$ cat src/rtl/serial_adder_pkg.sv
// rtl/serial_adder_pkg.sv - shared FSM state type and width default for the bit-serial adder
package serial_adder_pkg;

  // Operand/sum width used when the instantiating level does not override it
  localparam int DEFAULT_WIDTH = 8;

  // Controller states: waiting for operands, rippling one bit per cycle, holding the result
  typedef enum logic [1:0] {
    ST_IDLE  = 2'd0,
    ST_SHIFT = 2'd1,
    ST_DONE  = 2'd2
  } state_t;

  // Width of a counter that must hold values 0..n inclusive
  function automatic int count_width(input int n);
    return (n < 1) ? 1 : $clog2(n + 1);
  endfunction

endpackage

$ cat src/rtl/serial_adder_fa_bit.sv
// rtl/serial_adder_fa_bit.sv - single-bit full-adder cell shared by every bit position
module fa_bit (
  input  logic a,
  input  logic b,
  input  logic ci,
  output logic s,
  output logic co
);

  // Sum and carry of one bit column
  always_comb begin
    s  = a ^ b ^ ci;
    co = (a & b) | (a & ci) | (b & ci);
  end

endmodule

$ cat src/rtl/serial_adder.sv
// rtl/serial_adder.sv - bit-serial adder, one full-adder pass per cycle; SERIAL_ADDER_SUB_EN adds a subtract input
module serial_adder
  import serial_adder_pkg::*;
#(
  parameter int WIDTH = DEFAULT_WIDTH
) (
  input  logic             clk,
  input  logic             rst_n,
  input  logic             in_valid,
  output logic             in_ready,
  input  logic [WIDTH-1:0] a,
  input  logic [WIDTH-1:0] b,
  input  logic             c_in,
`ifdef SERIAL_ADDER_SUB_EN
  input  logic             sub,
`endif
  output logic             out_valid,
  input  logic             out_ready,
  output logic [WIDTH-1:0] sum,
  output logic             c_out
);

  localparam int CW = count_width(WIDTH);
  localparam logic [CW-1:0] LAST_BIT = CW'(WIDTH - 1);

  state_t           state;
  logic [WIDTH-1:0] a_sh;
  logic [WIDTH-1:0] b_sh;
  logic [WIDTH-1:0] sum_r;
  logic [WIDTH-1:0] sum_next;
  logic             carry;
  logic [CW-1:0]    cnt;

  logic [WIDTH-1:0] b_load;
  logic             c_load;
  logic             fa_s;
  logic             fa_co;

  // Operand B and initial carry as captured; subtraction is A + ~B + 1
`ifdef SERIAL_ADDER_SUB_EN
  always_comb begin
    b_load = sub ? ~b : b;
    c_load = sub ? 1'b1 : c_in;
  end
`else
  always_comb begin
    b_load = b;
    c_load = c_in;
  end
`endif

  // The one adder cell always looks at the current LSBs and the carry flop
  fa_bit u_fa (
    .a  (a_sh[0]),
    .b  (b_sh[0]),
    .ci (carry),
    .s  (fa_s),
    .co (fa_co)
  );

  // Result bits enter at the MSB so that after WIDTH shifts bit 0 sits at the LSB
  always_comb begin
    sum_next            = sum_r >> 1;
    sum_next[WIDTH-1]   = fa_s;
  end

  // Controller and datapath registers; reset aborts any operation in flight
  always_ff @(posedge clk or negedge rst_n) begin
    if (!rst_n) begin
      state <= ST_IDLE;
      a_sh  <= '0;
      b_sh  <= '0;
      sum_r <= '0;
      carry <= 1'b0;
      cnt   <= '0;
    end else begin
      case (state)
        ST_IDLE: begin
          if (in_valid) begin
            a_sh  <= a;
            b_sh  <= b_load;
            carry <= c_load;
            cnt   <= '0;
            state <= ST_SHIFT;
          end
        end
        ST_SHIFT: begin
          sum_r <= sum_next;
          carry <= fa_co;
          a_sh  <= a_sh >> 1;
          b_sh  <= b_sh >> 1;
          cnt   <= cnt + CW'(1);
          if (cnt == LAST_BIT) begin
            state <= ST_DONE;
          end
        end
        ST_DONE: begin
          if (out_ready) begin
            state <= ST_IDLE;
          end
        end
        default: begin
          state <= ST_IDLE;
        end
      endcase
    end
  end

  // Handshake flags are pure decodes of the state register
  always_comb begin
    in_ready  = (state == ST_IDLE);
    out_valid = (state == ST_DONE);
    sum       = sum_r;
    c_out     = carry;
  end

endmodule

$ cat config.mk
export PLATFORM = sky130hd
export DESIGN_NAME = serial_adder
export DESIGN_NICKNAME = d
export VERILOG_FILES = /design/src/rtl/serial_adder_pkg.sv /design/src/rtl/serial_adder_fa_bit.sv /design/src/rtl/serial_adder.sv
export SDC_FILE = /design/constraint.sdc
export NUM_CORES = 1
export LEC_CHECK = 0
export ABC_AREA = 1
export BUFFER_PORTS_ARGS = -buffer_cell sky130_fd_sc_hd__buf_2
export CAP_MARGIN = 0
export CORE_MARGIN = 1
export CORE_UTILIZATION = 40
export DETAILED_ROUTE_END_ITERATION = 10
export PLACE_DENSITY = 0.73
export SYNTH_ARGS = -nofsm -noshare
export SYNTH_HDL_FRONTEND = slang
export SYNTH_SLANG_ARGS = --single-unit
export TNS_END_PERCENT = 50
$ cat constraint.sdc
create_clock -name clk -period 2.58 [get_ports clk]
set_input_delay 0.387 -clock clk [delete_from_list [all_inputs] [get_ports clk]]
set_output_delay 0.387 -clock clk [all_outputs]
set_load 0.01 [all_outputs]
* Word-level counts from Yosys, hierarchy flattened *
Cells that the tools add are included.

storage, ports and cells
  register bits after elaboration = 31
  output and inout port bits = 11
  bits of input ports = 21
  word-level logic and storage cells = 36

cells by class
  bitwise gates (word level) = 7
  reductions and logical operators = 4
  equality and inequality tests = 6
  mux-type cells = 12
  $add $sub $neg = 1

operator list
  kind                   count
  $pmux W8 S2            2
  $mux W8                2
  $pmux W4 S2            1
  $mux W2                3
  $pmux W2 S3            1
  $add A4 B1 Y4 const B  1
  $eq A4 B3 Y1 const B   1
  $mux W4                1
  $ne A2 B2 Y1 const B   2
  $and A1 B1 Y1          3
  $reduce_and A3 Y1      1
  $eq A2 B1 Y1 const B   1
  $eq A2 B2 Y1 const B   1
  $logic_not A2 Y1       1
  $ne A2 B1 Y1 const B   1
  $or A1 B1 Y1           2
  $pmux W1 S2            1
  $reduce_and A2 Y1      1
  $reduce_bool A2 Y1     1
  $xor A1 B1 Y1          2
  $mux W1                1

* Longest topological paths before layout *
  depth after elaboration = 4
  mapped depth = 6
  mapped depth without buffers = 6

* Hierarchy *
A second synthesis with hierarchy kept.

unflattened totals
  cells, all modules = 185
  area, all modules = 1483.9 µm²

by module, submodules not included
  module        cells each  times used  area each (µm²)  sequential area each (µm²)
  serial_adder  184         1           1463.9           775.7
  fa_bit        1           1           20.0             0.0

* Least setup slack after synthesis *
No wires, ideal clock.

  path type = flip-flop to output port
  start = register state[0]
  end = output port in_ready
  stages on the path, launching flop included = 3
  setup slack = 1387 ps
  buffers on the path = 1
  data required time = 2193 ps
  arrival time = 806 ps
  path through = dfrtp_1 nor2_2 buf_2

on the way
  longest elaborated chain between the ends = 1

ends and longest elaborated chain
  what                    RTL line             RTL
  start, declared         serial_adder.sv:26   state_t state;
  start signal, assigned  serial_adder.sv:70   state <= ST_IDLE;
  start signal, assigned  serial_adder.sv:84   state <= ST_SHIFT;
  start signal, assigned  serial_adder.sv:94   state <= ST_DONE;
  $logic_not A2 Y1        serial_adder.sv:111  in_ready = (state == ST_IDLE);
  end, declared           serial_adder.sv:10   output logic in_ready,

Every way passes these cells.

* Final worst setup path *
Same ends and word-level chain as after synthesis.

==> out/results.tsv <==
metric	value	unit
numCtsBuffers	5	
post-place-ws	886	ps
fin_area	1650	µm²
fillers	358	
antenna_left	0	
yosysSeqAreaShare	54.7	%
syn_avg_cell_area	8.50	µm²
post-route-min-period	1860	ps
die_area	3790	µm²
grt_pass1_wl	4530	µm
synth_top_area_share	54.7	%
design_power_total	1.85	mW
place_area	1580	µm²
synth_xor_area_share	0.617	%
hold_viol_final	0	
grt_max_degree	34	
yosys_warnings	0	
synth_compound_area_share	3.17	%
grt_util_all_layers	17.4	%
num_vias	1191	
critical_path.top_delay_family	simple AND/OR/NAND/NOR gates	
synthTopCellsByArea	dfrtp_1, nand3_1, nand2_1	
drc	0	
skew	9.35	ps
clkLatencyLatePin	340	ps
die_h	61.6	µm
synth_enable_flop_cells	0	
drtPass1Iterations	4	
fin_nets	219	
synth_top_family_by_area	simple AND/OR/NAND/NOR gates	
synthCells	167	
grt_overflow_total	0	
dp_hpwl	1790	µm
synth_fa_ha_area_share	2.29	%
synth-seq-cells	31	
max_cap_viol_count	0	
ys_types	18	
gp_congestion	0.774	
tightest_slew	769	ps
start_util	42.2	%
synth_top_area_cell	dfrtp_1	
max-slew-margin-rel	48.6	%
crit_path_top_delay_cell	nor2_2	
synthFlopType	dfrtp_1	
ir_worst_vdd	0.000352	V
path_class	flop to output port	
clockBufferDepth	2	
n_antenna_cell	0	
clkTransAtPathRegs	100	ps
vias_per_cell	4.90	
pin_count	32	
cp.required	2190	ps
h-tree-depth	2	
rsz0062_at_grt	no	
cts_root_buffer	clkbuf_4	
hold_class	input pin to asynchronous set/reset pin	
dr.first_iter.drc_count	63	
ys_async_sr_fraction	100	%
cts_tree	built	
drv_slew	0	
path_buf_inv	1	
syn_to_final_growth	16.4	%
avgRoutedWirePerCell	11.6	µm
yosysMostFrequentCell	nand3_1	
clock-sinks	31	
die_w	61.6	µm
worst_slack	721	ps
antenna_found_initial	0	
synthMuxAreaShare	0	%
slowest_delay	470	ps
powerDensity	1120	nW/µm²
syn_area	1420	µm²
synth_common_cells	nand3_1, nand2_1, dfrtp_1, inv_1, o21ai_1	
finalWirelength	2810	µm
status	completed	
path_cells	nor2_2, buf_2	
arrival	1470	ps
leakagePower	0.860	nW
holdBufCountCts	0	
setup_viol	0	
cp_max_fo	15	
num_rows	21	
post_cts_resized	0	
synth_simple_gate_area_share	32.5	%
cp-end-kind	output port	
syn_nets	190	
finalCritPeriodShare	72.0	%
first_global_vias	1002	
layout-drive-gt1-share	21.3	%
port_buffers	31	
crit_path_start_kind	flop	
post-cts-setup-buffers	0	
coreArea	3360	µm²
fmax	538	MHz
finalSetupTns	0	ps
## metrics by stage
stage                     util (%)  hold WS (ps)  instances
after CTS                     49.1           100        243
final                         49.1          77.6        243
after global routing          49.1           111        243
after global placement        47.1           460        235
after floorplan                  -          91.4        167
after detailed placement      47.1           475        235
## area by class of cell
type	instances	area, µm²	share of cell area [%]
clock buffer	8	68.8	4.17
inverter	12	47.5	2.88
multi-input combinational	115	547	33.1
sequential	31	776	47.0
tap	46	57.6	3.48
timing repair buffer	31	155	9.39
## cells in the final DEF, fill, tap and decap left out, drive strengths merged
master  netlist  routed
a21oi         1       1
buf           8      31
clkbuf        1       8
dfrtp        31      31
fa            1       1
ha            1       1
inv          12      12
nand2        44      44
nand3        53      53
nand4         1       1
nor2          5       5
o21ai         8       8
xnor2         1       1
## report_power, final
part	switching, mW	internal [mW]
clock network	0.166	0.160
logic	0.444	0.255
registers	0.140	0.687
total	0.750	1.10
## logic make-up (layout without fill, tap and decap cells)
kind of cell	Yosys count	after routing
simple gates	103	103
flops	31	31
buf+inv	21	51
compound gates	9	9
fa+ha+maj	2	2
xor+xnor	1	1
## state kept, by name, indices dropped and copies added (netlist names)
name   count
sum        8
c_out      1
state      2
b_sh       8
cnt        4
a_sh       8
## path summary, 6_finish.rpt
| check | cells after the start | from | end | slack, ps |
|---|---|---|---|---|
| max | 2 | state[0]$_DFFE_PN0P_ | in_ready | 720 |
| min | 1 | rst_n | b_sh[0]$_DFFE_PN0P_ | 80 |
| max in group asynchronous | 1 | rst_n | a_sh[6]$_DFFE_PN0P_ | 2050 |
| max reg2reg | 6 | state[1]$_DFFE_PN0P_ | state[0]$_DFFE_PN0P_ | 960 |
| min reg2reg | 2 | b_sh[3]$_DFFE_PN0P_ | b_sh[2]$_DFFE_PN0P_ | 500 |
| min in group clk | 3 | a[7] | a_sh[7]$_DFFE_PN0P_ | 250 |
## layer usage
layer	vias up	track usage [%]	wire, µm
li1	606	-	-
met3	4	6.93	163
met1	548	22.2	1320
met5	-	0	0
met2	33	25.3	1290
met4	0	9.52	36
No activity file was read; power rests on OpenSTA's default activity.
